## src/rtl/pipeline_hazard_ctrl_pkg.sv

```systemverilog
// Shared types and constants for the pipeline hazard sequencer.
// Build option HAZARD_PERF_CNT_EN (see top) adds event counters.
package pipeline_hazard_ctrl_pkg;

   typedef enum logic [1:0] {
      ST_INIT  = 2'd0,
      ST_RUN   = 2'd1,
      ST_WAIT  = 2'd2,
      ST_FAULT = 2'd3
   } hz_state_t;

   localparam logic [1:0] FWD_RF  = 2'b00;
   localparam logic [1:0] FWD_WB  = 2'b01;
   localparam logic [1:0] FWD_MEM = 2'b10;

   localparam logic [1:0] LOAD_SRC_DEF = 2'b01;
   localparam logic [4:0] REG_ZERO     = 5'd0;

   localparam int INIT_W = 4;
   localparam int WAIT_W = 8;

   // A later stage can supply rs only if it writes a real register that matches.
   function automatic logic fwd_hit(input logic we, input logic [4:0] wa, input logic [4:0] rs);
      return we && (wa != REG_ZERO) && (wa == rs);
   endfunction

endpackage

```

## src/rtl/pipeline_hazard_ctrl_if.sv

```systemverilog
// Hazard sequencer bundle: stage register info in, hold/bubble/forward controls out.
interface pipeline_hazard_ctrl_if;

   logic [4:0] rs1_ID, rs2_ID;
   logic [4:0] rs1_EX, rs2_EX;
   logic [4:0] writeAddress_EX;
   logic [1:0] resultSrc_EX;
   logic       PCSrc_EX;
   logic       regWrite_MEM;
   logic [4:0] writeAddress_MEM;
   logic       regWrite_WB;
   logic [4:0] writeAddress_WB;
   logic       memReq_MEM;
   logic       memReady;

   logic       stall_IF, stall_ID, stall_EX, stall_MEM;
   logic       flush_ID, flush_EX, flush_MEM, flush_WB;
   logic [1:0] forwardA_EX, forwardB_EX;
   logic       mem_fault;

   // Core side
   modport master (
      output rs1_ID, rs2_ID, rs1_EX, rs2_EX, writeAddress_EX, resultSrc_EX, PCSrc_EX,
             regWrite_MEM, writeAddress_MEM, regWrite_WB, writeAddress_WB,
             memReq_MEM, memReady,
      input  stall_IF, stall_ID, stall_EX, stall_MEM,
             flush_ID, flush_EX, flush_MEM, flush_WB,
             forwardA_EX, forwardB_EX, mem_fault
   );

   // Controller side
   modport slave (
      input  rs1_ID, rs2_ID, rs1_EX, rs2_EX, writeAddress_EX, resultSrc_EX, PCSrc_EX,
             regWrite_MEM, writeAddress_MEM, regWrite_WB, writeAddress_WB,
             memReq_MEM, memReady,
      output stall_IF, stall_ID, stall_EX, stall_MEM,
             flush_ID, flush_EX, flush_MEM, flush_WB,
             forwardA_EX, forwardB_EX, mem_fault
   );

endinterface

```

## src/rtl/pipeline_hazard_ctrl_fwd_sel.sv

```systemverilog
// Per-operand EX forwarding select; MEM result beats WB result, x0 never forwarded.
module hazard_forward_sel
   import pipeline_hazard_ctrl_pkg::*;
(
   input  logic       en,
   input  logic [4:0] rs_EX,
   input  logic       regWrite_MEM,
   input  logic [4:0] writeAddress_MEM,
   input  logic       regWrite_WB,
   input  logic [4:0] writeAddress_WB,
   output logic [1:0] fwd
);

   always_comb begin
      fwd = FWD_RF;
      if (en) begin
         if (fwd_hit(regWrite_MEM, writeAddress_MEM, rs_EX))
            fwd = FWD_MEM;
         else if (fwd_hit(regWrite_WB, writeAddress_WB, rs_EX))
            fwd = FWD_WB;
      end
   end

endmodule

```

## src/rtl/pipeline_hazard_ctrl.sv

```systemverilog
// Stall/flush/forward sequencer for the 5-stage core with post-reset purge and memory timeout.
// Define HAZARD_PERF_CNT_EN to add load-use / memory-wait / flush event counters.
module pipeline_hazard_ctrl
   import pipeline_hazard_ctrl_pkg::*;
#(
   parameter int         INIT_FLUSH_CYCLES = 4,
   parameter int         MEM_TIMEOUT       = 64,
   parameter logic [1:0] LOAD_SRC          = LOAD_SRC_DEF
) (
   input  logic                      clk,
   input  logic                      rst_n,
   pipeline_hazard_ctrl_if.slave     hz
`ifdef HAZARD_PERF_CNT_EN
   ,
   output logic [31:0]               loadUseCount,
   output logic [31:0]               memWaitCount,
   output logic [31:0]               flushCount
`endif
);

   hz_state_t           state, state_nxt;
   logic [INIT_W-1:0]   init_cnt, init_nxt;
   logic [WAIT_W-1:0]   wait_cnt, wait_nxt, wait_inc;
   logic                mem_busy, load_use, fwd_en, active;
   logic                ev_load_use, ev_flush;

   assign mem_busy = hz.memReq_MEM & ~hz.memReady;
   assign load_use = (hz.resultSrc_EX == LOAD_SRC) && (hz.writeAddress_EX != REG_ZERO) &&
                     ((hz.writeAddress_EX == hz.rs1_ID) || (hz.writeAddress_EX == hz.rs2_ID));
   assign wait_inc = wait_cnt + 1'b1;
   assign active   = (state == ST_RUN) || (state == ST_WAIT);

   always_ff @(posedge clk or negedge rst_n) begin
      if (!rst_n) begin
         state    <= ST_INIT;
         init_cnt <= '0;
         wait_cnt <= '0;
      end else begin
         state    <= state_nxt;
         init_cnt <= init_nxt;
         wait_cnt <= wait_nxt;
      end
   end

   always_comb begin
      state_nxt    = state;
      init_nxt     = init_cnt;
      wait_nxt     = wait_cnt;
      fwd_en       = 1'b0;
      ev_load_use  = 1'b0;
      ev_flush     = 1'b0;
      hz.stall_IF  = 1'b0;
      hz.stall_ID  = 1'b0;
      hz.stall_EX  = 1'b0;
      hz.stall_MEM = 1'b0;
      hz.flush_ID  = 1'b0;
      hz.flush_EX  = 1'b0;
      hz.flush_MEM = 1'b0;
      hz.flush_WB  = 1'b0;
      hz.mem_fault = 1'b0;
      case (state)
         ST_INIT: begin
            hz.stall_IF  = 1'b1;
            hz.flush_ID  = 1'b1;
            hz.flush_EX  = 1'b1;
            hz.flush_MEM = 1'b1;
            hz.flush_WB  = 1'b1;
            if (init_cnt == INIT_W'(INIT_FLUSH_CYCLES - 1)) begin
               init_nxt  = '0;
               state_nxt = ST_RUN;
            end else begin
               init_nxt  = init_cnt + 1'b1;
            end
         end
         ST_RUN, ST_WAIT: begin
            fwd_en = 1'b1;
            if (mem_busy) begin
               // Freeze dominates branch and load-use; only the WB register takes a bubble.
               hz.stall_IF  = 1'b1;
               hz.stall_ID  = 1'b1;
               hz.stall_EX  = 1'b1;
               hz.stall_MEM = 1'b1;
               hz.flush_WB  = 1'b1;
               wait_nxt     = wait_inc;
               state_nxt    = (wait_inc >= WAIT_W'(MEM_TIMEOUT)) ? ST_FAULT : ST_WAIT;
            end else begin
               wait_nxt  = '0;
               state_nxt = ST_RUN;
               if (hz.PCSrc_EX) begin
                  hz.flush_ID = 1'b1;
                  hz.flush_EX = 1'b1;
                  ev_flush    = 1'b1;
               end else if (load_use) begin
                  hz.stall_IF = 1'b1;
                  hz.stall_ID = 1'b1;
                  hz.flush_EX = 1'b1;
                  ev_load_use = 1'b1;
               end
            end
         end
         ST_FAULT: begin
            hz.mem_fault = 1'b1;
            hz.stall_IF  = 1'b1;
            hz.stall_ID  = 1'b1;
            hz.stall_EX  = 1'b1;
            hz.stall_MEM = 1'b1;
            hz.flush_WB  = 1'b1;
         end
         default: state_nxt = ST_INIT;
      endcase
   end

   hazard_forward_sel u_fwd_a (
      .en               (fwd_en),
      .rs_EX            (hz.rs1_EX),
      .regWrite_MEM     (hz.regWrite_MEM),
      .writeAddress_MEM (hz.writeAddress_MEM),
      .regWrite_WB      (hz.regWrite_WB),
      .writeAddress_WB  (hz.writeAddress_WB),
      .fwd              (hz.forwardA_EX)
   );

   hazard_forward_sel u_fwd_b (
      .en               (fwd_en),
      .rs_EX            (hz.rs2_EX),
      .regWrite_MEM     (hz.regWrite_MEM),
      .writeAddress_MEM (hz.writeAddress_MEM),
      .regWrite_WB      (hz.regWrite_WB),
      .writeAddress_WB  (hz.writeAddress_WB),
      .fwd              (hz.forwardB_EX)
   );

`ifdef HAZARD_PERF_CNT_EN
   // Saturating event counters, counted only while the pipeline is live.
   always_ff @(posedge clk or negedge rst_n) begin
      if (!rst_n) begin
         loadUseCount <= '0;
         memWaitCount <= '0;
         flushCount   <= '0;
      end else if (active) begin
         if (ev_load_use && (loadUseCount != '1)) loadUseCount <= loadUseCount + 1'b1;
         if (mem_busy    && (memWaitCount != '1)) memWaitCount <= memWaitCount + 1'b1;
         if (ev_flush    && (flushCount   != '1)) flushCount   <= flushCount + 1'b1;
      end
   end
`else
   logic unused_ev;
   assign unused_ev = ^{active, ev_load_use, ev_flush};
`endif

endmodule

```

## src/flat_wrapper.sv

```systemverilog
// flat-port wrapper written by rule: the top's interface ports become plain ports
module pipeline_hazard_ctrl_flat import pipeline_hazard_ctrl_pkg::*;
#(
   parameter int         INIT_FLUSH_CYCLES = 4,
   parameter int         MEM_TIMEOUT       = 64,
   parameter logic [1:0] LOAD_SRC          = LOAD_SRC_DEF
)
  (clk, rst_n, hz_rs1_ID, hz_rs2_ID, hz_rs1_EX, hz_rs2_EX, hz_writeAddress_EX, hz_resultSrc_EX, hz_PCSrc_EX, hz_regWrite_MEM, hz_writeAddress_MEM, hz_regWrite_WB, hz_writeAddress_WB, hz_memReq_MEM, hz_memReady, hz_stall_IF, hz_stall_ID, hz_stall_EX, hz_stall_MEM, hz_flush_ID, hz_flush_EX, hz_flush_MEM, hz_flush_WB, hz_forwardA_EX, hz_forwardB_EX, hz_mem_fault);
  pipeline_hazard_ctrl_if hz_i ();
  input  logic clk;
  input  logic rst_n;
  input wire logic [$bits(hz_i.rs1_ID)-1:0] hz_rs1_ID;
  input wire logic [$bits(hz_i.rs2_ID)-1:0] hz_rs2_ID;
  input wire logic [$bits(hz_i.rs1_EX)-1:0] hz_rs1_EX;
  input wire logic [$bits(hz_i.rs2_EX)-1:0] hz_rs2_EX;
  input wire logic [$bits(hz_i.writeAddress_EX)-1:0] hz_writeAddress_EX;
  input wire logic [$bits(hz_i.resultSrc_EX)-1:0] hz_resultSrc_EX;
  input wire logic [$bits(hz_i.PCSrc_EX)-1:0] hz_PCSrc_EX;
  input wire logic [$bits(hz_i.regWrite_MEM)-1:0] hz_regWrite_MEM;
  input wire logic [$bits(hz_i.writeAddress_MEM)-1:0] hz_writeAddress_MEM;
  input wire logic [$bits(hz_i.regWrite_WB)-1:0] hz_regWrite_WB;
  input wire logic [$bits(hz_i.writeAddress_WB)-1:0] hz_writeAddress_WB;
  input wire logic [$bits(hz_i.memReq_MEM)-1:0] hz_memReq_MEM;
  input wire logic [$bits(hz_i.memReady)-1:0] hz_memReady;
  output wire logic [$bits(hz_i.stall_IF)-1:0] hz_stall_IF;
  output wire logic [$bits(hz_i.stall_ID)-1:0] hz_stall_ID;
  output wire logic [$bits(hz_i.stall_EX)-1:0] hz_stall_EX;
  output wire logic [$bits(hz_i.stall_MEM)-1:0] hz_stall_MEM;
  output wire logic [$bits(hz_i.flush_ID)-1:0] hz_flush_ID;
  output wire logic [$bits(hz_i.flush_EX)-1:0] hz_flush_EX;
  output wire logic [$bits(hz_i.flush_MEM)-1:0] hz_flush_MEM;
  output wire logic [$bits(hz_i.flush_WB)-1:0] hz_flush_WB;
  output wire logic [$bits(hz_i.forwardA_EX)-1:0] hz_forwardA_EX;
  output wire logic [$bits(hz_i.forwardB_EX)-1:0] hz_forwardB_EX;
  output wire logic [$bits(hz_i.mem_fault)-1:0] hz_mem_fault;
  assign hz_i.rs1_ID = hz_rs1_ID;
  assign hz_i.rs2_ID = hz_rs2_ID;
  assign hz_i.rs1_EX = hz_rs1_EX;
  assign hz_i.rs2_EX = hz_rs2_EX;
  assign hz_i.writeAddress_EX = hz_writeAddress_EX;
  assign hz_i.resultSrc_EX = hz_resultSrc_EX;
  assign hz_i.PCSrc_EX = hz_PCSrc_EX;
  assign hz_i.regWrite_MEM = hz_regWrite_MEM;
  assign hz_i.writeAddress_MEM = hz_writeAddress_MEM;
  assign hz_i.regWrite_WB = hz_regWrite_WB;
  assign hz_i.writeAddress_WB = hz_writeAddress_WB;
  assign hz_i.memReq_MEM = hz_memReq_MEM;
  assign hz_i.memReady = hz_memReady;
  assign hz_stall_IF = hz_i.stall_IF;
  assign hz_stall_ID = hz_i.stall_ID;
  assign hz_stall_EX = hz_i.stall_EX;
  assign hz_stall_MEM = hz_i.stall_MEM;
  assign hz_flush_ID = hz_i.flush_ID;
  assign hz_flush_EX = hz_i.flush_EX;
  assign hz_flush_MEM = hz_i.flush_MEM;
  assign hz_flush_WB = hz_i.flush_WB;
  assign hz_forwardA_EX = hz_i.forwardA_EX;
  assign hz_forwardB_EX = hz_i.forwardB_EX;
  assign hz_mem_fault = hz_i.mem_fault;
  pipeline_hazard_ctrl #(.INIT_FLUSH_CYCLES(INIT_FLUSH_CYCLES), .MEM_TIMEOUT(MEM_TIMEOUT), .LOAD_SRC(LOAD_SRC)) u_core (.clk(clk), .rst_n(rst_n), .hz(hz_i));
endmodule
```

## config.mk

```make
export PLATFORM = sky130hd
export DESIGN_NAME = pipeline_hazard_ctrl_flat
export DESIGN_NICKNAME = d
export VERILOG_FILES = /design/src/rtl/pipeline_hazard_ctrl_pkg.sv /design/src/rtl/pipeline_hazard_ctrl_if.sv /design/src/rtl/pipeline_hazard_ctrl_fwd_sel.sv /design/src/rtl/pipeline_hazard_ctrl.sv /design/src/flat_wrapper.sv
export SDC_FILE = /design/constraint.sdc
export NUM_CORES = 1
export LEC_CHECK = 0
export ABC_AREA = 1
export CORE_UTILIZATION = 25
export CTS_CLUSTER_SIZE = 12
export DETAILED_ROUTE_END_ITERATION = 10
export GPL_ROUTABILITY_DRIVEN = 0
export PLACE_DENSITY_LB_ADDON = 0.3
export SLEW_MARGIN = 15
export SYNTH_ARGS = -nofsm -noshare
export SYNTH_HDL_FRONTEND = slang
export SYNTH_SLANG_ARGS = --single-unit
```

## constraint.sdc

```tcl
create_clock -name clk -period 4.5 [get_ports clk]
set_input_delay 0.9 -clock clk [delete_from_list [all_inputs] [get_ports clk]]
set_output_delay 0.9 -clock clk [all_outputs]
set_load 0.02 [all_outputs]
```

# Word-level counts from Yosys, hierarchy flattened
# Cells that the tools add are included.
# word_totals
reg_bits	14
mem_count	0
input_bits	44
mem_bits_rw	0
mem_bits_ro	0
latch_bits	0
out_inout_bits	13
word_cells	66
# classes
eq_ne	12
addsub	2
n_bitwise	2
reduce_logical	17
mux	29
shifts	0
n_div	0
n_lt_le_gt_ge	1
mul	0
# ops
operator	n
5-bit equality test	6
5-bit nonzero test	3
1-bit two-way mux	14
2-bit two-way mux	6
1-bit case mux with 2 select lines	6
8-bit by 1-bit adder with 8-bit output (second input constant)	1
8-bit by 7-bit >= comparator with 1-bit output (second input constant)	1
1-bit logical AND	8
8-bit two-way mux	1
4-bit by 1-bit adder with 4-bit output (second input constant)	1
2-bit by 1-bit equality test with 1-bit output (second input constant)	2
2-bit equality test (second input constant)	2
4-bit by 2-bit equality test with 1-bit output (second input constant)	1
4-bit two-way mux	1
2-bit case mux with 2 select lines	1
2-bit OR reduction	2
2-bit logical NOT	1
2-bit by 1-bit inequality test with 1-bit output (second input constant)	1
2-bit AND reduction	1
2-bit nonzero test	1
1-bit AND	1
1-bit logical OR	1
1-bit inverter	1

# Depth between registers and ports, before layout
# Gate-level depths: netlist of run 1.
# depth
depth_word	7
ltp_mapped	8
mapped_depth_nobuf	8

# Cells and area by module
# From an unflattened synthesis of run 1, not the netlist that was laid out.
# unflattened
cells_unflattened	265
area_unflattened_um2	1517.7
# by_module_without_submodules
module	seq_area_each_um2	area_each_um2	instances	cells_each
pipeline_hazard_ctrl	350.3	1037.2	1	145
hazard_forward_sel	0.0	240.2	2	60

# Least setup slack after synthesis of run 1
# Ideal clock, no wire load.
# synth_path
path_kind	input to output
start	in hz_memReady
end	out hz_flush_EX
slack_ns	1.877
path_stages	6
n_path_buf	0
required_ns	3.600
t_arrival_ns	1.723
cell_sequence	inv_1 -> nand2_1 -> nand2_1 -> inv_1 -> nand2_1 -> o21ai_1
# synth_via
elab_chain_cells	4
# synth_rtl
item	line	rtl
start: declaration	flat_wrapper.sv:24	input wire logic [$bits(hz_i.memReady)-1:0] hz_memReady;
1-bit inverter	pipeline_hazard_ctrl.sv:27	assign mem_busy = hz.memReq_MEM & ~hz.memReady;
1-bit AND	pipeline_hazard_ctrl.sv:27	
1-bit two-way mux	pipeline_hazard_ctrl.sv:77	if (mem_busy) begin
1-bit case mux with 2 select lines	pipeline_hazard_ctrl.sv:61	case (state)
end: declaration	flat_wrapper.sv:30	output wire logic [$bits(hz_i.flush_EX)-1:0] hz_flush_EX;
# No other way between the ends.

# Worst setup path in the final report of run 1
# layout_path
start	in hz_writeAddress_EX[4]
end	out hz_stall_IF
# layout_via
elab_chain_cells	7
elab_cells_between_ends	10
cone_classes	eq/ne: 2; mux: 4; reduce/logical: 4
# layout_rtl
item	line	rtl
start: declaration	flat_wrapper.sv:16	input wire logic [$bits(hz_i.writeAddress_EX)-1:0] hz_writeAddress_EX;
5-bit equality test or 5-bit nonzero test (tied branches)	pipeline_hazard_ctrl.sv:29, pipeline_hazard_ctrl.sv:28	
1-bit logical OR or 1-bit logical AND (tied branches)	pipeline_hazard_ctrl.sv:29, pipeline_hazard_ctrl.sv:28	
1-bit logical AND (*)	pipeline_hazard_ctrl.sv:28	assign load_use = (hz.resultSrc_EX == LOAD_SRC) && (hz.writeAddress_EX != REG_ZERO) &&
1-bit two-way mux (*)	pipeline_hazard_ctrl.sv:93	end else if (load_use) begin
1-bit two-way mux (*)	n/a	
1-bit two-way mux (*)	pipeline_hazard_ctrl.sv:77	
1-bit case mux with 2 select lines (*)	pipeline_hazard_ctrl.sv:61	
end: declaration	flat_wrapper.sv:25	output wire logic [$bits(hz_i.stall_IF)-1:0] hz_stall_IF;
# Every way passes the cells marked *; elsewhere a longest branch is shown, timed or not.

==> results.py, run 1 <==
metrics = {
    "outcome": {
        "status": "completed",
    },
    "floorplanning": {
        "fp-row-count": 26,
        "io_pins": 57,
        "die-area_um2": 5610,
        "core_um2": 5110,
        "die_w_um": 74.9,
        "start_util_pct": 26.0,
        "die_y_um": 74.9,
    },
    "route": {
        "firstDrtPassIters": 4,
        "drtIter0Drc": 47,
        "post_drt_via_cell_ratio": 4.16,
        "antenna_left": 0,
        "drc": 0,
        "wirelength_um": 3210,
        "routedWlPerCell_um": 9.60,
        "vias": 1388,
    },
    "clock_network": {
        "cts_sinks": 14,
        "hold_buffers": 0,
        "cts-root-buf": "clkbuf_8",
        "post_cts.resized_instances": 0,
        "post_cts_buffers": 0,
        "cts.clk_slew.worst_paths_ps": 60,
        "cts_buffers": 3,
        "cts_tree": "yes",
        "insertion_delay_ps": 240,
        "htreeDepth": 1,
        "cts_max_path_buffers": 2,
    },
    "cells_and_area": {
        "area_growth_pct": 50.8,
        "drive_gt1_share_pct": 5.68,
        "antenna_cells": 0,
        "final_cell_mix": "56 x clkdlybuf4s50_1, 53 x nand2_1, 29 x inv_1",
        "fin_cells": 334,
        "final_core_util_pct": 39.2,
        "final_common_cell": "clkdlybuf4s50_1",
        "nFillCells": 549,
        "layout.nets": 314,
    },
    "worst_setup_path": {
        "crit_type": "in2out",
        "cp_slowest_cell": "clkdlybuf4s50_1",
        "cp_common_cell": "nand2_1",
        "r2r_start": "u_core.state[0]$_DFFE_PN0P_",
        "ff2ff_path_depth": 7,
        "r2r_slack_ps": 2700,
        "critPathMaxStageDelay_ps": 610,
        "critPathCaptureType": "output pin",
        "crit_fanout": 3,
        "worstPathArrival_ps": 2700,
        "crit_chain": "clkdlybuf4s50_1 > inv_2 > nand2_1 > nand2_1 > nor2_1 > nand3_1 > nand2_1 > nand2_1 > o21ai_1 > clkdlybuf4s50_1",
        "cp.required_ps": 3600,
        "path_buf_inv": 3,
        "cp_top_family": "buffers and inverters",
        "start_kind": "input port",
        "r2r_end": "u_core.wait_cnt[5]$_DFFE_PN0N_",
    },
    "synthesis": {
        "synth_seq_cells": 14,
        "synthDistinctLibCells": 24,
        "syn_inst": 207,
        "yosys_warnings": 0,
        "ys_seq_area_share_pct": 26.4,
        "post_synth.cell_area_avg_um2": 6.42,
        "synth_nets": 255,
        "syn-cell-area_um2": 1330,
    },
    "power_and_ir_drop": {
        "ir_drop_mv": 0.0886,
        "total_power_w": 0.000312,
        "leakagePower_nw": 0.987,
        "powerDensity_nw_per_um2": 156,
    },
    "place": {
        "placed_cells": 331,
        "dpl.hpwl_um": 2750,
        "io_buffers": 56,
    },
    "hold_path": {
        "hold_start": "u_core.init_cnt[1]$_DFFE_PN0P_",
        "holdPathEnd": "u_core.init_cnt[1]$_DFFE_PN0P_",
        "hold_path_class": "reg2reg",
        "hold-path-cell-count": 2,
    },
    "global_routing": {
        "grt_pass1_wl_um": 5730,
        "grt_pass1_vias": 1386,
        "antenna_found_initial": 0,
        "grt_max_degree": 15,
        "overflow": 0,
        "track_usage_pct": 13.0,
    },
    "sta": {
        "setup_tns_ps": 0,
        "setup_violations": 0,
        "worstMarginPinSlew_ps": 653,
        "finClkSkew_ps": 1.02,
        "rsz0062_at_grt": "false",
        "drv_slew": 0,
        "period_share_pct": 80.0,
        "hold-worst-slack_ps": 510,
        "hold_viol": 0,
        "min_period_ps": 3600,
        "max_freq_mhz": 278,
        "slew_headroom_pct": 56.3,
    },
    "job": {
        "drv_cap": 0,
    },
}
-- power by group --
part / switching (W) / internal [W]
Combinational: 0.0000339 / 0.0000492
Sequential: 0 / 0.000126
Clock: 0.0000440 / 0.0000592
Total: 0.0000778 / 0.000234
-- stage by stage --
stage          instance area [um2]  setup WS, ps
6_report                      2000           900
5_1_grt                       2000           747
4_1_cts                       2000           898
3_5_place_dp                  1960           896
3_3_place_gp                  1960           914
2_1_floorplan                 1330          1880
-- worst max-delay path by stage --
stage | startpoint | to | slack, ps | cells past startpoint
floorplan | hz_memReady | hz_flush_EX | 1880 | 6
global placement | hz_writeAddress_EX[4] | hz_flush_EX | 910 | 10
detailed placement | hz_writeAddress_EX[4] | hz_stall_IF | 900 | 10
CTS | hz_writeAddress_EX[4] | hz_stall_IF | 900 | 10
global route | hz_writeAddress_EX[4] | hz_stall_IF | 750 | 10
finish | hz_writeAddress_EX[4] | hz_stall_IF | 900 | 10
-- cells in the mapped netlist --
library cell,instances,share of area (%)
nand4_1,3,1.4
o21ai_1,5,1.9
nand2_1,53,15
and3_1,1,0.47
a21oi_1,8,3.0
nor3b_1,1,0.57
o21ai_0,8,3.0
dfrtp_1,14,26
nor2_1,25,7.1
ha_1,4,3.8
nor3_2,1,0.75
nor3_1,6,2.3
o22ai_1,1,0.47
inv_1,29,8.2
nor4_4,1,1.6
inv_2,8,2.3
and2_1,1,0.47
xnor2_1,9,5.9
nand3b_1,1,0.57
nand3_1,10,3.8
nor2_2,1,0.47
nor2b_1,1,0.47
buf_4,3,1.7
xor2_1,13,8.6
-- sequential cells by signal, indices dropped and copies added (netlist names) --
name and count:
u_core.init_cnt 4, u_core.state 2, u_core.wait_cnt 8
-- routing by layer --
layer / GRT usage (%) / up-vias / share of wire (%)
li1: - / 757 / -
met1: 15.9 / 578 / 46
met2: 23.6 / 48 / 47
met3: 2.54 / 5 / 7.0
met4: 2.52 / 0 / 0.66
met5: 0 / - / 0
-- layout make-up --
type | instances | area (um2) | share of cell area, %
Inverter | 37 | 139 | 6.93
Timing Repair Buffer | 57 | 568 | 28.4
Sequential cell | 14 | 350 | 17.5
Tap cell | 70 | 87.6 | 4.37
Multi-Input combinational cell | 153 | 817 | 40.8
Clock buffer | 3 | 41.3 | 2.06
-- cells by family after synthesis --
| kind of cell | count (synthesis) | synth area share, % |
|---|---|---|
| AND/OR/NAND/NOR | 105 | 34.8 |
| buffers and inverters | 40 | 12.1 |
| AO/OA/AOI/OAI | 22 | 8.38 |
| XOR/XNOR | 22 | 14.5 |
| flip-flops | 14 | 26.4 |
| adder cells (fa/ha/maj) | 4 | 3.77 |
-- worst min-delay path, stage by stage, from the launching register on --
cell	delay [ps]
dfrtp_1	370
nand2_1	60
nand2_1	50
Note: power is estimated with default switching activity, not from simulation.
==> run 2, diff against run 1 <==
Clock period 4.5 ns to 3.1 ns, I/O delays scaled along.
==> results.py, run 2 (synthesized netlist as in run 1, its figures left out) <==
metrics = {
    "cells_and_area": {
        "nFillCells": 547,
        "ff_latch_area_um2": 350,
        "layout.nets": 315,
        "top_register": "u_core.wait_cnt",
        "final_common_cell": "nand2_1",
        "multiInputGateArea_um2": 820,
        "final_cell_mix": "53 x nand2_1, 52 x clkdlybuf4s50_1, 29 x inv_1",
        "largest_reg_flops": 8,
        "drive_gt1_share_pct": 6.77,
        "largestRegisters": "u_core.wait_cnt: 8 flops, u_core.init_cnt: 4 flops, u_core.state: 2 flops",
        "area_growth_pct": 53.3,
        "antenna_cells": 0,
    },
    "clock_network": {
        "cts_max_path_buffers": 2,
        "insertion_delay_ps": 250,
        "hold_buffers": 0,
        "htreeDepth": 1,
        "cts.clk_slew.worst_paths_ps": 60,
        "cts_sinks": 14,
        "cts-root-buf": "clkbuf_8",
        "cts_tree": "yes",
        "cts_buffers": 3,
    },
    "sta": {
        "hold_viol": 0,
        "max_freq_mhz": 339,
        "rsz0062_at_grt": "false",
        "worstMarginPinSlew_ps": 658,
        "slew_headroom_pct": 56.0,
        "hold-worst-slack_ps": 514,
        "finClkSkew_ps": 4.66,
        "drv_slew": 0,
        "setup_tns_ps": 0,
        "setup_violations": 0,
        "min_period_ps": 2950,
        "period_share_pct": 95.2,
    },
    "hold_path": {
        "hold_path_class": "reg2reg",
        "hold-path-cell-count": 2,
        "holdPathEnd": "u_core.wait_cnt[1]$_DFFE_PN0N_",
        "hold_start": "u_core.wait_cnt[1]$_DFFE_PN0N_",
    },
    "global_routing": {
        "grt_pass1_vias": 1339,
        "track_usage_pct": 13.1,
        "antenna_found_initial": 0,
        "overflow": 0,
        "grt_pass1_wl_um": 5720,
        "grt_max_degree": 15,
    },
    "route": {
        "wl_met3_um": 225,
        "top_layer": "met4",
        "wirelength_um": 3220,
        "vias": 1393,
        "post_drt_via_cell_ratio": 4.15,
        "drc": 0,
        "dr_wl_met2_um": 1530,
        "firstDrtPassIters": 4,
        "routedWlPerCell_um": 9.59,
        "antenna_left": 0,
        "wirelength_met1_um": 1460,
        "drtIter0Drc": 48,
    },
    "place": {
        "dpl.hpwl_um": 2760,
        "io_buffers": 56,
    },
    "worst_setup_path": {
        "critPathCaptureType": "output pin",
        "cp.required_ps": 2480,
        "worstSetupStartpoint": "hz_writeAddress_WB[2]",
        "start_kind": "input port",
        "worstPathArrival_ps": 2330,
        "r2r_start": "u_core.state[0]$_DFFE_PN0P_",
        "crit_type": "in2out",
        "ff2ff_path_depth": 8,
        "crit_fanout": 4,
        "r2r_end": "u_core.wait_cnt[5]$_DFFE_PN0N_",
        "r2r_slack_ps": 1440,
    },
    "floorplanning": {
        "die_w_um": 74.9,
        "start_util_pct": 26.0,
        "fp-row-count": 26,
        "io_pins": 57,
        "die_y_um": 74.9,
        "core_um2": 5110,
        "die-area_um2": 5610,
    },
    "job": {
        "drv_cap": 0,
    },
    "outcome": {
        "status": "completed",
    },
    "power_and_ir_drop": {
        "powerDensity_nw_per_um2": 238,
        "leakagePower_nw": 1.03,
        "ir_drop_mv": 0.147,
    },
}
## run 2: changes by cell type in the layout (fill, tap and decap cells not counted)
| cell | change |
|---|---|
| clkdlybuf4s50_1 | -4 |
| ha_2 | +1 |
| clkbuf_8 | +1 |
| ha_1 | -1 |
| buf_4 | +1 |
| dlymetal6s2s_1 | +4 |
## run 2: timing repair
item,in CTS,in global routing
setup buffers,0,0
setup endpoints to repair,0,6
gates resized for setup,0,5
## run 2: final cells by class
cell class / instances / share of cell area, %
clock buffers: 4 / 2.70
multi-input cells: 153 / 40.2
repair buffers: 58 / 28.7
flip-flops and latches: 14 / 17.2
inverters: 37 / 6.82
well taps: 70 / 4.30
## run 2: power breakdown
part	internal, W	switching [W]	total [W]
combinational	0.0000714	0.0000485	0.000120
sequential	0.000183	0	0.000183
clock	0.000113	0.0000696	0.000182
## run 2: worst max-delay path by stage
stage	to	slack, ps	cells after the start
final	hz_forwardB_EX[0]	150	7
after global routing	hz_forwardA_EX[1]	20	6
after CTS	hz_flush_EX	70	10
after detailed placement	hz_flush_EX	70	10
after global placement	hz_flush_EX	70	10
after floorplan	hz_flush_EX	910	7
## run 2: routing by layer
metal,global-route usage [%],up-vias
met5,0,-
met4,1.89,0
met3,3.21,2
met2,23.0,40
met1,16.6,589
li1,-,762
## run 2: stage by stage
step	instance area, um2	power (W)	setup WS [ps]	utilization, %	instances
CTS	2020	0.000495	65.1	39.6	336
global placement	1970	0.000308	69.1	38.6	332
global route	2040	0.000518	23.1	39.9	336
detailed placement	1970	0.000308	66.4	38.6	332
floorplan	1330	0.000229	907	-	207
finish	2040	0.000485	149	39.9	336
## run 2: worst max-delay path: stages
cell and delay, ps:
clkdlybuf4s50_1 540, xnor2_1 130, o21ai_0 110, nor3_1 150, nand3_1 90, nor2_1 90
clkdlybuf4s50_1 610
==> run 3, diff against run 2 <==
Settings changed: CORE_MARGIN from default to 4.
==> results.py, run 3 (synthesized netlist as in run 1, its figures left out) <==
metrics = {
    "outcome": {
        "status": "completed",
    },
    "global_routing": {
        "overflow": 0,
        "track_usage_pct": 10.7,
        "antenna_found_initial": 0,
        "grt_busiest_layer": "met2",
        "grt_max_degree": 15,
        "use_met2_pct": 19.5,
        "grt_pass1_vias": 1307,
        "use_met3_pct": 4.43,
        "grt_util_met1_pct": 10.6,
        "grt_pass1_wl_um": 5470,
    },
    "clock_network": {
        "cts_sinks": 14,
        "cts_max_path_buffers": 2,
        "cts-root-buf": "clkbuf_8",
        "hold_buffers": 0,
        "cts_tree": "yes",
        "cts.clk_slew.worst_paths_ps": 60,
        "cts_buffers": 3,
        "htreeDepth": 1,
        "insertion_delay_ps": 250,
    },
    "worst_setup_path": {
        "ff2ff_path_depth": 7,
        "worstSetupStartpoint": "hz_writeAddress_MEM[2]",
        "crit_type": "in2out",
        "r2r_slack_ps": 1430,
        "start_kind": "input port",
        "cp.required_ps": 2480,
        "crit_fanout": 3,
        "worstPathArrival_ps": 2340,
        "critPathCaptureType": "output pin",
        "r2r_end": "u_core.wait_cnt[5]$_DFFE_PN0N_",
        "r2r_start": "u_core.state[0]$_DFFE_PN0P_",
    },
    "floorplanning": {
        "die_y_um": 80.9,
        "start_util_pct": 25.9,
        "fp-row-count": 26,
        "core_um2": 5140,
        "die-area_um2": 6550,
        "io_pins": 57,
        "die_w_um": 80.9,
    },
    "cells_and_area": {
        "ff_latch_area_um2": 350,
        "final_common_cell": "nand2_1",
        "largest_reg_flops": 8,
        "largestRegisters": "u_core.wait_cnt: 8 flops, u_core.init_cnt: 4 flops, u_core.state: 2 flops",
        "nFillCells": 567,
        "top_register": "u_core.wait_cnt",
        "final_cell_mix": "53 x nand2_1, 51 x clkdlybuf4s50_1, 29 x inv_1",
        "fin_cells": 336,
        "antenna_cells": 0,
        "layout.nets": 315,
        "drive_gt1_share_pct": 6.77,
        "area_growth_pct": 53.5,
        "multiInputGateArea_um2": 820,
    },
    "sta": {
        "period_share_pct": 95.6,
        "slew_headroom_pct": 55.8,
        "hold_viol": 0,
        "drv_slew": 0,
        "setup_violations": 0,
        "setup_tns_ps": 0,
        "min_period_ps": 2960,
        "finClkSkew_ps": 2.11,
        "worstMarginPinSlew_ps": 660,
        "rsz0062_at_grt": "false",
        "max_freq_mhz": 338,
    },
    "place": {
        "placed_cells": 332,
        "io_buffers": 56,
        "dpl.hpwl_um": 2980,
    },
    "hold_path": {
        "hold-path-cell-count": 1,
        "hold_start": "u_core.init_cnt[3]$_DFFE_PN0P_",
        "holdPathEnd": "u_core.init_cnt[3]$_DFFE_PN0P_",
        "hold_path_class": "reg2reg",
    },
    "power_and_ir_drop": {
        "ir_drop_mv": 0.110,
        "leakagePower_nw": 1.05,
        "powerDensity_nw_per_um2": 237,
    },
    "route": {
        "drtIter0Drc": 32,
        "firstDrtPassIters": 4,
        "antenna_left": 0,
        "wirelength_um": 3410,
        "post_drt_via_cell_ratio": 4.24,
        "drc": 0,
        "routedWlPerCell_um": 10.1,
        "vias": 1426,
    },
    "job": {
        "drv_cap": 0,
    },
}
-- run 3: cell count changes in the layout (fill, tap and decap cells not counted), sizes merged --
cell	delta
clkdlybuf4s50	-1
dlymetal6s2s	+1
-- run 3: repair_timing --
item,4_1_cts,5_1_grt
buffers inserted,0,0
setup endpoints to repair,0,7
resized for setup,0,6
-- run 3: per-layer routing --
metal  vias to the layer above  routed length, um
li1                        762                  -
met1                       614               1410
met2                        44               1630
met3                         6                322
met4                         0                 49
met5                         -                  0
-- run 3: layout make-up --
type / instances / area share (%)
Clock buffer: 4 / 2.70
Inverter: 37 / 6.81
Timing Repair Buffer: 58 / 28.8
Multi-Input combinational cell: 153 / 40.2
Sequential cell: 14 / 17.2
Tap cell: 70 / 4.29
-- run 3: metrics by stage --
step / utilization (%) / setup WS, ps / area [um2] / total power, W / hold WS (ps)
6_report: 39.7 / 137 / 2040 / 0.000483 / 533
5_1_grt: 39.7 / 24.4 / 2040 / 0.000514 / 564
3_3_place_gp: 38.3 / 41.7 / 1970 / 0.000307 / 501
4_1_cts: 39.4 / 13.9 / 2020 / 0.000496 / 536
2_1_floorplan: - / 907 / 1330 / 0.000229 / 324
3_5_place_dp: 38.3 / 17.3 / 1970 / 0.000308 / 523
-- run 3: worst max path at each step --
stage,end,cells after the start
after floorplan,hz_flush_EX,7
after global placement,hz_flush_EX,10
final,hz_forwardA_EX[1],6
after CTS,hz_flush_EX,10
after global routing,hz_forwardA_EX[1],6
after detailed placement,hz_flush_EX,10
-- run 3: worst max-delay path, cell delays in order --
cell,delay (ps)
clkdlybuf4s50_1,470
xor2_1,180
nor3_1,230
nand3_1,120
nor2_1,100
clkdlybuf4s50_1,620
-- run 3: power breakdown --
| group | internal (W) | total [W] | switching [W] |
|---|---|---|---|
| logic | 0.0000714 | 0.000120 | 0.0000491 |
| registers | 0.000183 | 0.000183 | 0 |
| clock network | 0.000113 | 0.000179 | 0.0000669 |
